--- src/rtl/ifu_ibuf_writer.sv ---
// Fetch-side producer: sequential 64-bit icache fetches split into 32-bit ibuffer entries.
// Optional performance counters when IFU_IBUF_WRITER_PERF_EN is defined.
module ifu_ibuf_writer #(
    parameter logic [63:0] BOOT_PC = 64'h8000_0000,
    parameter int unsigned SEQ_W   = 32
) (
    input  logic                clock,
    input  logic                reset_n,
    input  logic                redirect_valid,
    input  logic [63:0]         redirect_target,
    output logic                fetch_req_valid,
    input  logic                fetch_req_ready,
    output logic [63:0]         fetch_req_pc,
    input  logic                fetch_resp_valid,
    input  logic [63:0]         fetch_resp_data,
    input  logic                fetch_resp_fault,
    input  logic                ibuf_full,
    output logic                ibuf_write_en,
    output logic [97+SEQ_W-1:0] ibuf_data,
    output logic                fetch_halted
`ifdef IFU_IBUF_WRITER_PERF_EN
    ,
    output logic [31:0]         perf_push_cnt,
    output logic [31:0]         perf_full_stall_cnt
`endif
);

    typedef enum logic [2:0] {
        S_REQ, S_WAIT, S_WAIT_DROP, S_PUSH_LO, S_PUSH_HI, S_HALT
    } state_t;

    state_t                state;
    logic [63:0]           fetch_pc;
    logic [SEQ_W-1:0]      seq;
    logic                  req_valid_q;
    logic                  wr_q;
    logic [97+SEQ_W-1:0]   data_q;
    logic [31:0]           hold_hi;
    logic                  hold_fault;
    logic                  halted_q;
    logic [63:0]           blk;
    logic                  handshake;

    assign blk             = {fetch_pc[63:3], 3'b000};
    assign handshake       = req_valid_q & fetch_req_ready;
    assign fetch_req_valid = req_valid_q;
    assign fetch_req_pc    = blk;
    // Registered strobe gated so a write never lands while full or during a redirect.
    assign ibuf_write_en   = wr_q & ~ibuf_full & ~redirect_valid;
    assign ibuf_data       = data_q;
    assign fetch_halted    = halted_q;

    always_ff @(posedge clock or negedge reset_n) begin
        if (!reset_n) begin
            state       <= S_REQ;
            fetch_pc    <= BOOT_PC;
            seq         <= '0;
            req_valid_q <= 1'b0;
            wr_q        <= 1'b0;
            data_q      <= '0;
            hold_hi     <= '0;
            hold_fault  <= 1'b0;
            halted_q    <= 1'b0;
        end else if (redirect_valid) begin
            fetch_pc   <= redirect_target;
            seq        <= seq + 1'b1;
            wr_q       <= 1'b0;
            hold_hi    <= '0;
            hold_fault <= 1'b0;
            halted_q   <= 1'b0;
            // A request still owed a response must have that response swallowed first.
            if ((state == S_REQ && handshake) ||
                ((state == S_WAIT || state == S_WAIT_DROP) && !fetch_resp_valid)) begin
                state       <= S_WAIT_DROP;
                req_valid_q <= 1'b0;
            end else begin
                state       <= S_REQ;
                req_valid_q <= 1'b1;
            end
        end else begin
            case (state)
                S_REQ: begin
                    if (handshake) begin
                        state       <= S_WAIT;
                        req_valid_q <= 1'b0;
                    end else begin
                        req_valid_q <= 1'b1;
                    end
                end
                S_WAIT: begin
                    if (fetch_resp_valid) begin
                        hold_hi    <= fetch_resp_data[63:32];
                        hold_fault <= fetch_resp_fault;
                        wr_q       <= 1'b1;
                        state      <= fetch_pc[2] ? S_PUSH_HI : S_PUSH_LO;
                        if (fetch_resp_fault)
                            data_q <= {1'b1, 32'h0, seq, fetch_pc};
                        else if (!fetch_pc[2])
                            data_q <= {1'b0, fetch_resp_data[31:0], seq, blk};
                        else
                            data_q <= {1'b0, fetch_resp_data[63:32], seq, blk | 64'd4};
                    end
                end
                S_WAIT_DROP: begin
                    if (fetch_resp_valid) begin
                        state       <= S_REQ;
                        req_valid_q <= 1'b1;
                    end
                end
                S_PUSH_LO: begin
                    if (!ibuf_full) begin
                        if (hold_fault) begin
                            state    <= S_HALT;
                            wr_q     <= 1'b0;
                            halted_q <= 1'b1;
                        end else begin
                            data_q <= {1'b0, hold_hi, seq, blk | 64'd4};
                            state  <= S_PUSH_HI;
                        end
                    end
                end
                S_PUSH_HI: begin
                    if (!ibuf_full) begin
                        wr_q <= 1'b0;
                        if (hold_fault) begin
                            state    <= S_HALT;
                            halted_q <= 1'b1;
                        end else begin
                            fetch_pc    <= blk + 64'd8;
                            seq         <= seq + 1'b1;
                            state       <= S_REQ;
                            req_valid_q <= 1'b1;
                        end
                    end
                end
                S_HALT: begin
                    req_valid_q <= 1'b0;
                end
                default: state <= S_REQ;
            endcase
        end
    end

`ifdef IFU_IBUF_WRITER_PERF_EN
    always_ff @(posedge clock or negedge reset_n) begin
        if (!reset_n) begin
            perf_push_cnt       <= '0;
            perf_full_stall_cnt <= '0;
        end else begin
            if (ibuf_write_en)
                perf_push_cnt <= perf_push_cnt + 32'd1;
            if ((state == S_PUSH_LO || state == S_PUSH_HI) && ibuf_full)
                perf_full_stall_cnt <= perf_full_stall_cnt + 32'd1;
        end
    end
`endif

endmodule

--- config.mk ---
export PLATFORM = sky130hd
export DESIGN_NAME = ifu_ibuf_writer
export DESIGN_NICKNAME = d
export VERILOG_FILES = /design/src/rtl/ifu_ibuf_writer.sv
export SDC_FILE = /design/constraint.sdc
export NUM_CORES = 1
export LEC_CHECK = 0
export BUFFER_PORTS_ARGS = -buffer_cell sky130_fd_sc_hd__buf_4
export CAP_MARGIN = 25
export CORE_MARGIN = 10
export CORE_UTILIZATION = 49
export CTS_CLUSTER_DIAMETER = 30
export DETAILED_ROUTE_END_ITERATION = 10
export GPL_TIMING_DRIVEN = 0
export HOLD_SLACK_MARGIN = 0.1
export PLACE_DENSITY_LB_ADDON = 0.25
export RECOVER_POWER = 100
export SLEW_MARGIN = 20
export SYNTH_ARGS = -nofsm -noshare
export SYNTH_HDL_FRONTEND = slang
export SYNTH_SLANG_ARGS = --single-unit
--- constraint.sdc ---
create_clock -name clock -period 2.6 [get_ports clock]
set_input_delay 0.26 -clock clock [delete_from_list [all_inputs] [get_ports clock]]
set_output_delay 0.26 -clock clock [all_outputs]
set_load 0.01 [all_outputs]
* Word-level counts from Yosys, hierarchy flattened *
Index checks and enable logic that the tools add are counted.

word-level totals
  register bits = 264
  bits of input ports = 135

operators by class
  add/sub/neg operators = 2
  equal/unequal tests = 18
  mux-type cells = 47
  bitwise logic cells = 5
  reduce and logical (&&, ||, !) cells = 22

operators with widths
  operator                 count
  $mux W129                4
  $pmux W129 S2            1
  $mux W64                 4
  $mux W32                 7
  $mux W128                1
  $add A64 B4 Y64 const B  1
  $add A32 B1 Y32 const B  1
  $mux W3                  8
  $ne A3 B3 Y1 const B     7
  $mux W1                  18
  $pmux W3 S6              1
  $ne A2 B2 Y1 const B     6
  $reduce_bool A2 Y1       6
  $reduce_and A5 Y1        2
  $eq A3 B2 Y1 const B     2
  $eq A3 B3 Y1 const B     2
  $reduce_and A3 Y1        2
  $reduce_and A6 Y1        1
  $reduce_bool A5 Y1       1
  $pmux W1 S4              1
  $reduce_and A4 Y1        1
  $reduce_bool A4 Y1       1
  $and A1 B1 Y1            3
  $eq A3 B1 Y1 const B     1
  9 further kinds          12

* Depth between registers and ports, before layout *
Gate-level depths: netlist of the first run.

  word-level depth = 6
  gate-level depth with buffers = 9
  mapped depth without buffers = 6

* Worst setup path before layout of the first run *
Ideal clock, no wire load.

  kind = flip-flop to flip-flop
  from = register fetch_pc[31]
  to = register fetch_pc[55]
  library setup time = 0.082 ns
  arrival = 2.568 ns
  setup slack = -0.050 ns
  stages on the path, launching flop included = 8
  period minus slack after synthesis = 2.650 ns
  cells stage by stage = dfstp_2 -> nand4_2 -> or4_1 -> buf_2 -> or4_1 -> buf_2 -> or4_1 -> a31oi_1

on the way
  cells in the longest elaborated chain, start to end = 5

ends and longest elaborated chain
  item                    line  text
  start, declared         33    logic [63:0] fetch_pc;
  start signal, assigned  65    fetch_pc <= redirect_target;
  start signal, assigned  129   fetch_pc <= blk + 64'd8;
  $add A64 B4 Y64         129
  $mux W64                125   if (hold_fault) begin
  $mux W64                123   if (!ibuf_full) begin
  $mux W64                81    case (state)
  $mux W64                64    end else if (redirect_valid) begin

Every way passes these cells. The select of a mux whose other input is x is not followed.
A chain may end at the register's enable or synchronous reset.

* Final worst setup path of the first run *
  from = register fetch_pc[25]
  to = register fetch_pc[49]

The elaborated chain is that of the path after synthesis.

==> flow_metrics.py, run 1 <==
metrics = {
    "worst_setup_path": {
        "r2r-start": "fetch_pc[25]",
        "endpoint_kind": "flop",
        "crit_required_ns": 3.09,
        "startpoint": "fetch_pc[25]",
        "worst-path-max-fanout": 7,
        "reg2reg_depth": 6,
        "r2r_slack_ns": -0.007,
        "worstSetupPathType": "flop to flop",
        "arrival_ns": 3.10,
        "cp-start-kind": "flop",
        "r2r_end": "fetch_pc[49]",
    },
    "timing": {
        "slew_viol_final": 80,
        "slew_headroom_pct": -32.6,
        "finalCriticalPeriod_ns": 2.61,
        "setup_viol": 1,
        "rsz0062_at_grt": "yes",
        "hold_viol": 0,
        "worst_pin_slew_ns": 1.99,
        "clock-skew-final_ns": 0.0175,
        "fmaxAchievable_mhz": 384,
        "fin_crit_sh_pct": 100,
        "whs_ns": 0.144,
        "finalWorstSetupSlack_ns": -0.00723,
        "tns_ns": -0.00723,
    },
    "clocking": {
        "clk_pin_slew_ns": 0.04,
        "clock_latency_ns": 0.57,
        "cts_buffers": 60,
        "clock-root-buffer": "clkbuf_16",
        "cts_buffer_depth": 3,
        "cts_htree_levels": 2,
        "tritoncts": "done",
        "cts_sinks": 264,
    },
    "placement": {
        "dp_worst_setup_slack_ns": -0.926,
        "place_area_um2": 16100,
        "io_buffer_count": 326,
        "place_congestion": 0.924,
        "dp_cells": 1975,
        "hpwlAfterDp_um": 30700,
    },
    "detailed_routing": {
        "finalWirelength_um": 46700,
        "drt_first_pass_iters": 8,
        "routedWlPerCell_um": 21.1,
        "dr.first_iter.drc_count": 1175,
        "vias": 12700,
        "drc": 0,
        "via_per_inst": 5.72,
        "ant_nets": 0,
    },
    "synth": {
        "ys_types": 59,
        "ys_warn_count": 0,
        "syn_inst": 1310,
        "synthesis.area_um2": 13100,
        "async_flop_share_pct": 100,
        "ys.flop_type": "dfrtp_1",
        "yosysSeqAreaShare_pct": 50.5,
        "synth_edf_count": 0,
        "syn_area_per_cell_um2": 9.99,
        "synth_seq_cells": 264,
    },
    "hold_path": {
        "whs_path_depth": 4,
        "hold-path-endpoint": "fetch_req_valid",
        "worstHoldStart": "fetch_req_ready",
        "hp-class": "primary input to flop",
    },
    "grt": {
        "grt_pass1_wl_um": 72200,
        "grt_start_max_net_pins": 98,
        "antenna_found_initial": 1,
        "grt_use_total_pct": 26.6,
        "grt_pass1_vias": 13100,
        "overflow": 0,
    },
    "die": {
        "io_pins": 331,
        "dieArea_um2": 33600,
        "chipHeight_um": 183,
        "fp.dieW_um": 183,
        "initial_core_util_pct": 49.9,
        "coreArea_um2": 26200,
        "num_rows": 59,
    },
    "final_layout": {
        "drive_above_1_share_pct": 31.1,
        "finalNonFillerCells": 2217,
        "final_cell_area_um2": 19200,
        "fin_nets": 1966,
        "synthToLayoutAreaGrowth_pct": 46.7,
        "nFillCells": 1866,
    },
    "power_and_ir_drop": {
        "leakage_nw": 8.44,
        "worst_ir_drop_vdd_v": 0.000632,
        "pwr_density_cell_nw_per_um2": 956,
    },
    "status": {
        "failed_checks": "capacitance limit, slew limit, setup timing",
        "status": "complete, but fails checks",
    },
    "run": {
        "maxCapViolCount": 1,
    },
}
-- state kept, by name, summed over array words and instances, names as in the netlist --
signal,count
state,3
seq,32
ibuf_data,129
fetch_halted,1
wr_q,1
hold_hi,32
hold_fault,1
fetch_req_valid,1
fetch_pc,64
-- power breakdown --
group	leakage, nW	internal [W]	switching (W)
clock network	1.03	0.00546	0.00241
logic	4.19	0.00197	0.00244
registers	3.22	0.00527	0.000811
total	8.44	0.0127	0.00566
-- layer usage --
metal  vias to the layer above  wire [um]  GRT usage [%]
met2                       657      22400           43.5
li1                       5627          -              -
met1                      6239      18500           32.9
met5                         -          0              0
met4                         0       1760           10.3
met3                       157       4050           7.19
-- cells in the final DEF (no fill, tap or decap), types with 5 or more instances in the layout --
cell type,instances
clkinvlp_4,9
buf_4,303
clkbuf_8,8
nor4_1,20
nor2b_1,9
nor2_1,68
nand4_1,31
nand3_1,37
nor3b_1,5
and2_1,5
a31oi_1,13
and3_1,16
clkbuf_16,61
or4_1,11
mux2i_1,39
buf_1,8
dfrtp_2,25
nor3_1,53
nand2b_1,5
buf_2,8
bufinv_16,10
or4_4,6
clkinv_2,13
mux2_2,95
xnor2_1,39
nand2_1,153
a21oi_1,105
and4_1,8
xor2_1,29
clkbuf_1,183
o21ai_0,53
inv_1,20
dlygate4sd3_1,99
dfrtp_1,238
or3_1,10
-- cell type report --
type                            count  area [um^2]  area share, %
Multi-Input combinational cell    879         5790           30.2
Buffer                            139          842           4.38
Timing Repair Buffer              465         3290           17.1
Antenna cell                        3         7.51         0.0391
Clock inverter                     35          482           2.51
Tap cell                          335          419           2.18
Clock buffer                       77         1660           8.63
Sequential cell                   264         6640           34.6
Inverter                           20         75.1          0.391
-- worst max-delay path, cell delays in order (launching register included) --
cell     delay, ns
dfrtp_2       0.41
nand4_1       0.20
or4_4         0.62
buf_12        0.17
or4_4         0.58
or4_1         0.43
nand3_1       0.10
-- logic make-up (layout without fill, tap and decap cells) --
group	after synthesis	in the layout	synth area share, %
buf+inv	169	736	6.84
flops	264	264	50.5
simple gates	472	472	18.2
fa+ha+maj	2	2	0.191
mux	134	134	11.2
compound gates	200	200	8.51
xor+xnor	68	68	4.55
other cells	1	6	0.0287
-- worst max path at each step --
stage,end,slack [ns],depth (start not counted)
6_report,fetch_pc[49],-0.007,6
5_1_grt,fetch_pc[49],-0.04,6
4_1_cts,seq[28],-0.1,6
3_5_place_dp,ibuf_data[62],-0.93,8
3_3_place_gp,ibuf_data[85],-1.00,1
2_1_floorplan,fetch_pc[55],-0.02,7
-- what timing repair did --
item                                    in CTS  in global routing
hold endpoints to repair                   178                  0
pin swaps                                    3                  9
endpoints found under the setup margin     192                145
buffers inserted                            13                 25
hold buffers                                99                  0
gates resized for setup                     64                 27
-- per-stage QoR --
stage	utilization, %	power [W]
floorplan	-	0.00835
global placement	61.0	0.0108
detailed placement	61.3	0.0109
CTS	74.3	0.0190
global route	73.3	0.0192
finish	73.3	0.0184
-- synthesized netlist by cell type, types with 9 or more instances --
| library cell | count | area share (%) |
|---|---|---|
| a21oi_1 | 107 | 4.1 |
| a31oi_1 | 13 | 0.62 |
| and3_1 | 16 | 0.76 |
| buf_1 | 12 | 0.34 |
| buf_2 | 10 | 0.38 |
| buf_4 | 64 | 3.7 |
| clkbuf_1 | 62 | 1.8 |
| dfrtp_1 | 263 | 50 |
| inv_1 | 20 | 0.57 |
| mux2_2 | 95 | 8.2 |
| mux2i_1 | 39 | 3.0 |
| nand2_1 | 153 | 4.4 |
| nand3_1 | 39 | 1.5 |
| nand4_1 | 31 | 1.5 |
| nor2_1 | 68 | 2.0 |
| nor2b_1 | 9 | 0.43 |
| nor3_1 | 54 | 2.1 |
| nor4_1 | 26 | 1.2 |
| o21ai_0 | 53 | 2.0 |
| or3_1 | 12 | 0.57 |
| or4_1 | 16 | 0.92 |
| xnor2_1 | 39 | 2.6 |
| xor2_1 | 29 | 1.9 |
No activity file was read; power rests on OpenSTA's default activity.
==> run 2: changes to the inputs <==
--- a/config.mk
+++ b/config.mk
@@ -14,7 +14,6 @@
 export GPL_TIMING_DRIVEN = 0
 export HOLD_SLACK_MARGIN = 0.1
 export PLACE_DENSITY_LB_ADDON = 0.25
-export RECOVER_POWER = 100
 export SLEW_MARGIN = 20
 export SYNTH_ARGS = -nofsm -noshare
 export SYNTH_HDL_FRONTEND = slang
==> flow_metrics.py, run 2 (synthesized netlist as in run 1, its figures left out) <==
metrics = {
    "timing": {
        "rsz0062_at_grt": "yes",
        "slew_headroom_pct": 45.6,
        "worst_pin_slew_ns": 0.816,
        "finalCriticalPeriod_ns": 2.61,
        "fin_crit_sh_pct": 100,
        "clock-skew-final_ns": 0.0175,
        "setup_viol": 1,
        "finalWorstSetupSlack_ns": -0.00539,
        "slew_viol_final": 0,
        "fmaxAchievable_mhz": 384,
        "hold_viol": 0,
    },
    "clocking": {
        "cts_sinks": 264,
        "clock_latency_ns": 0.57,
        "clock-root-buffer": "clkbuf_16",
        "cts_buffers": 60,
        "cts_buffer_depth": 3,
        "cts_htree_levels": 2,
        "clk_pin_slew_ns": 0.04,
        "tritoncts": "done",
    },
    "detailed_routing": {
        "wl_met1_um": 18400,
        "drt_first_pass_iters": 7,
        "ant_nets": 0,
        "via_per_inst": 5.69,
        "routedWlPerCell_um": 21.0,
        "routed.top_layer": "met4",
        "wl_met3_um": 4050,
        "vias": 12600,
        "dr.first_iter.drc_count": 1096,
        "wl_met2_um": 22400,
        "finalWirelength_um": 46600,
        "drc": 0,
    },
    "final_layout": {
        "regArea_um2": 6640,
        "finalNonFillerCells": 2216,
        "layout_common_cells": "buf_4 (433), dfrtp_1 (238), nand2_1 (153)",
        "nFillCells": 1717,
        "synthToLayoutAreaGrowth_pct": 50.6,
        "final_util_pct": 75.2,
        "fin_nets": 1966,
        "final_common_cell": "buf_4",
        "drive_above_1_share_pct": 38.0,
        "multi_input_area_um2": 5790,
        "largest_register_ffs": 129,
    },
    "die": {
        "coreArea_um2": 26200,
        "fp.dieW_um": 183,
        "num_rows": 59,
        "dieArea_um2": 33600,
        "chipHeight_um": 183,
        "initial_core_util_pct": 49.9,
        "io_pins": 331,
    },
    "worst_setup_path": {
        "worstSetupPathType": "flop to flop",
        "cp-start-kind": "flop",
        "arrival_ns": 3.09,
        "worst-path-max-fanout": 7,
        "endpoint_kind": "flop",
        "crit_required_ns": 3.09,
    },
    "grt": {
        "grt_start_max_net_pins": 98,
        "overflow": 0,
        "grt_pass1_vias": 13100,
        "grt_pass1_wl_um": 72200,
        "antenna_found_initial": 1,
        "grt_use_total_pct": 26.6,
    },
    "power_and_ir_drop": {
        "worst_ir_drop_vdd_v": 0.000670,
        "pwr_density_cell_nw_per_um2": 968,
        "leakage_nw": 8.93,
    },
    "status": {
        "status": "complete, but fails checks",
        "failed_checks": "setup timing",
    },
    "placement": {
        "dp_cells": 1975,
        "place_congestion": 0.924,
        "hpwlAfterDp_um": 30700,
        "io_buffer_count": 326,
    },
    "run": {
        "maxCapViolCount": 0,
    },
    "hold_path": {
        "hp-class": "primary input to flop",
    },
}
[run 2: layer usage]
layer / GRT usage [%] / vias to the layer above
li1: - / 5639
met1: 32.9 / 6168
met2: 43.5 / 654
met3: 7.19 / 149
met4: 10.3 / 0
met5: 0 / -
[run 2: repair_timing]
| action | in CTS | in global routing |
|---|---|---|
| gates cloned | 0 | 0 |
| pin swaps | 3 | 9 |
| hold buffers | 99 | 0 |
| hold endpoints to repair | 178 | 0 |
| setup buffers | 13 | 25 |
| setup endpoints to repair | 192 | 145 |
| resized for setup | 64 | 27 |
[run 2: worst max-delay path, stage by stage, from the launching register on]
cell	delay (ns)
dfrtp_2	0.41
nand4_1	0.20
or4_4	0.62
buf_12	0.17
or4_4	0.58
or4_1	0.43
nand3_1	0.10
[run 2: through the flow]
| step | TNS (ns) | cell area [um^2] | power, W | setup WS, ns | hold WS [ns] |
|---|---|---|---|---|---|
| finish | -0.00539 | 19700 | 0.0191 | -0.00539 | 0.148 |
| detailed placement | -92.86 | 16100 | 0.0109 | -0.926 | 0.290 |
| CTS | -0.357 | 19500 | 0.0190 | -0.0997 | 0.124 |
| global placement | -342.76 | 16000 | 0.0108 | -1.00 | 0.453 |
| global route | -0.109 | 19700 | 0.0199 | -0.0445 | 0.145 |
| floorplan | -0.0247 | 13100 | 0.00835 | -0.0247 | -0.0356 |
[run 2: worst paths after layout]
check	startpoint	to	cells after the start	slack, ns
max	fetch_pc[25]	fetch_pc[49]	6	-0.005
min	fetch_req_ready	fetch_req_valid	4	0.15
max reg2reg	fetch_pc[25]	fetch_pc[49]	6	-0.005
min reg2reg	seq[31]	seq[31]	1	0.46
max in group asynchronous	reset_n	fetch_pc[7]	3	1.36
min in group asynchronous	reset_n	ibuf_data[49]	2	0.26
[run 2: report_power, final]
group          total (W)  switching, W  internal (W)
clock            0.00788       0.00242       0.00546
combinational    0.00511       0.00242       0.00268
sequential       0.00610      0.000833       0.00527
total             0.0191       0.00567        0.0134
[run 2: layout make-up]
type	count	area share (%)
antenna	2	0.0254
buffer	139	4.27
clock buffer	77	8.41
clock inverter	35	2.44
inverter	20	0.381
multi-input combinational	879	29.4
sequential	264	33.7
tap	335	2.13
timing repair buffer	465	19.3
==> run 3: changes to the inputs <==
--- a/config.mk
+++ b/config.mk
@@ -8,7 +8,8 @@
 export BUFFER_PORTS_ARGS = -buffer_cell sky130_fd_sc_hd__buf_4
 export CAP_MARGIN = 25
 export CORE_MARGIN = 10
-export CORE_UTILIZATION = 49
+export CORE_UTILIZATION = 50
+export CTS_BUF_LIST = sky130_fd_sc_hd__clkbuf_8
 export CTS_CLUSTER_DIAMETER = 30
 export DETAILED_ROUTE_END_ITERATION = 10
 export GPL_TIMING_DRIVEN = 0
==> flow_metrics.py, run 3 (synthesized netlist as in run 1, its figures left out) <==
metrics = {
    "timing": {
        "slew_headroom_pct": 40.5,
        "hold_viol": 0,
        "setup_viol": 0,
        "fmaxAchievable_mhz": 394,
        "whs_ns": 0.144,
        "clock-skew-final_ns": 0.0177,
        "slew_viol_final": 0,
        "fin_crit_sh_pct": 97.6,
        "finalCriticalPeriod_ns": 2.54,
        "worst_pin_slew_ns": 0.893,
    },
    "power_and_ir_drop": {
        "pwr-share-comb_pct": 31.5,
        "p_int_w": 0.0110,
        "fin_total_pwr_w": 0.0162,
        "swShare_pct": 32.4,
        "clkPwrFrac_pct": 31.0,
        "seqPwrFrac_pct": 37.6,
        "pwr_density_cell_nw_per_um2": 863,
        "worst_ir_drop_vdd_v": 0.000697,
        "leakage_nw": 8.52,
        "p_sw_w": 0.00525,
    },
    "die": {
        "coreArea_um2": 25900,
        "io_pins": 331,
        "fp.dieW_um": 182,
        "dieArea_um2": 33000,
        "num_rows": 59,
        "chipHeight_um": 182,
        "initial_core_util_pct": 50.5,
    },
    "grt": {
        "grt_use_total_pct": 26.3,
        "grt_pass1_vias": 12900,
        "grt_start_max_net_pins": 96,
        "overflow": 0,
        "grt_pass1_wl_um": 71400,
        "antenna_found_initial": 2,
    },
    "detailed_routing": {
        "drt_first_pass_iters": 5,
        "via_per_inst": 5.58,
        "routedWlPerCell_um": 20.4,
        "vias": 12300,
        "ant_nets": 0,
        "dr.first_iter.drc_count": 976,
        "finalWirelength_um": 45000,
        "drc": 0,
    },
    "placement": {
        "place_congestion": 0.911,
        "hpwlAfterDp_um": 30900,
        "io_buffer_count": 326,
    },
    "worst_setup_path": {
        "crit_required_ns": 3.09,
        "worst-path-max-fanout": 7,
        "r2r_slack_ns": 0.06,
        "path_cells": "or4bb_4 > or2_4 > or3_4 > or4_1 > a31oi_1",
        "slowest_delay_ns": 0.61,
        "cp-start-kind": "flop",
        "endpoint_kind": "flop",
        "worstPathBufferInverterCount": 0,
        "worstSetupPathType": "flop to flop",
        "arrival_ns": 3.03,
        "cp_top_family": "simple AND/OR/NAND/NOR gates",
        "crit_slowest_cell": "or4bb_4",
    },
    "clocking": {
        "tritoncts": "done",
        "cts_sinks": 264,
        "clk_pin_slew_ns": 0.06,
        "cts_buffer_depth": 3,
        "cts_buffers": 56,
        "clock_latency_ns": 0.58,
        "clock-root-buffer": "clkbuf_8",
        "cts_htree_levels": 2,
    },
    "final_layout": {
        "drive_above_1_share_pct": 37.3,
        "layout_common_cells": "buf_4 (431), dfrtp_1 (240), nand2_1 (153)",
        "fin_nets": 1959,
        "largest_register_ffs": 129,
        "final_common_cell": "buf_4",
        "final_util_pct": 72.5,
        "synthToLayoutAreaGrowth_pct": 43.5,
    },
    "status": {
        "status": "complete, no violations",
    },
    "hold_path": {
        "hp-class": "primary input to flop",
    },
    "run": {
        "maxCapViolCount": 0,
    },
}
[run 3: power by group through the flow]
| stage | registers [W] | logic [W] | clock network [W] |
|---|---|---|---|
| 2_1_floorplan | 0.00638 | 0.00197 | 0 |
| 3_3_place_gp | 0.00605 | 0.00473 | 0 |
| 3_5_place_dp | 0.00612 | 0.00484 | 0 |
| 4_1_cts | 0.00606 | 0.00505 | 0.00508 |
| 5_1_grt | 0.00623 | 0.00554 | 0.00528 |
| 6_report | 0.00609 | 0.00510 | 0.00502 |
[run 3: metrics by stage]
step	std cells	setup TNS [ns]	area (um^2)	worst slack, ns
floorplan	1312	-0.0247	13100	-0.0247
global placement	1973	-347.89	16000	-0.996
detailed placement	1975	-92.74	16100	-0.944
CTS	2187	-0.307	18600	-0.0748
global route	2203	-0.00724	18800	-0.00724
finish	2203	0	18800	0.0626
[run 3: final timing paths]
path,from,to,depth (start not counted)
worst max-delay path,hold_fault,fetch_pc[54],5
worst max register to register,hold_fault,fetch_pc[54],5
worst min register to register,seq[31],seq[31],1
worst min-delay path,fetch_resp_valid,wr_q,4
max in group asynchronous,reset_n,fetch_pc[8],3
min in group asynchronous,reset_n,ibuf_data[46],2
[run 3: repair_timing]
action / in CTS / in global routing
setup endpoints to repair: 190 / 158
setup buffers: 17 / 18
hold buffers: 100 / 0
hold endpoints to repair: 183 / 0
cloned: 0 / 0
resized for setup: 64 / 18
pin swaps: 5 / 5
[run 3: cell type report]
cell class	instances	area, um^2
diodes	2	5.00
plain buffers	138	825
clock buffers	62	853
clock inverters	40	425
fillers	1832	7130
inverters	20	75.1
multi-input cells	879	5770
flip-flops and latches	264	6640
well taps	335	419
repair buffers	463	3770
[run 3: metal layers]
metal  vias up  GRT usage, %  part of all wire, %
met5         -             0                    0
met4         0          10.9                  3.9
met3       108          6.30                  8.1
met2       563          42.6                   48
met1      6022          33.2                   40
li1       5596             -                    -
[run 3: worst reg2reg max path: cells and delay by family (launching register included)]
kind / cells / cell delay (ns)
flip-flops: 1 / 0.47
AO/OA/AOI/OAI: 1 / 0.18
AND/OR/NAND/NOR: 4 / 1.80
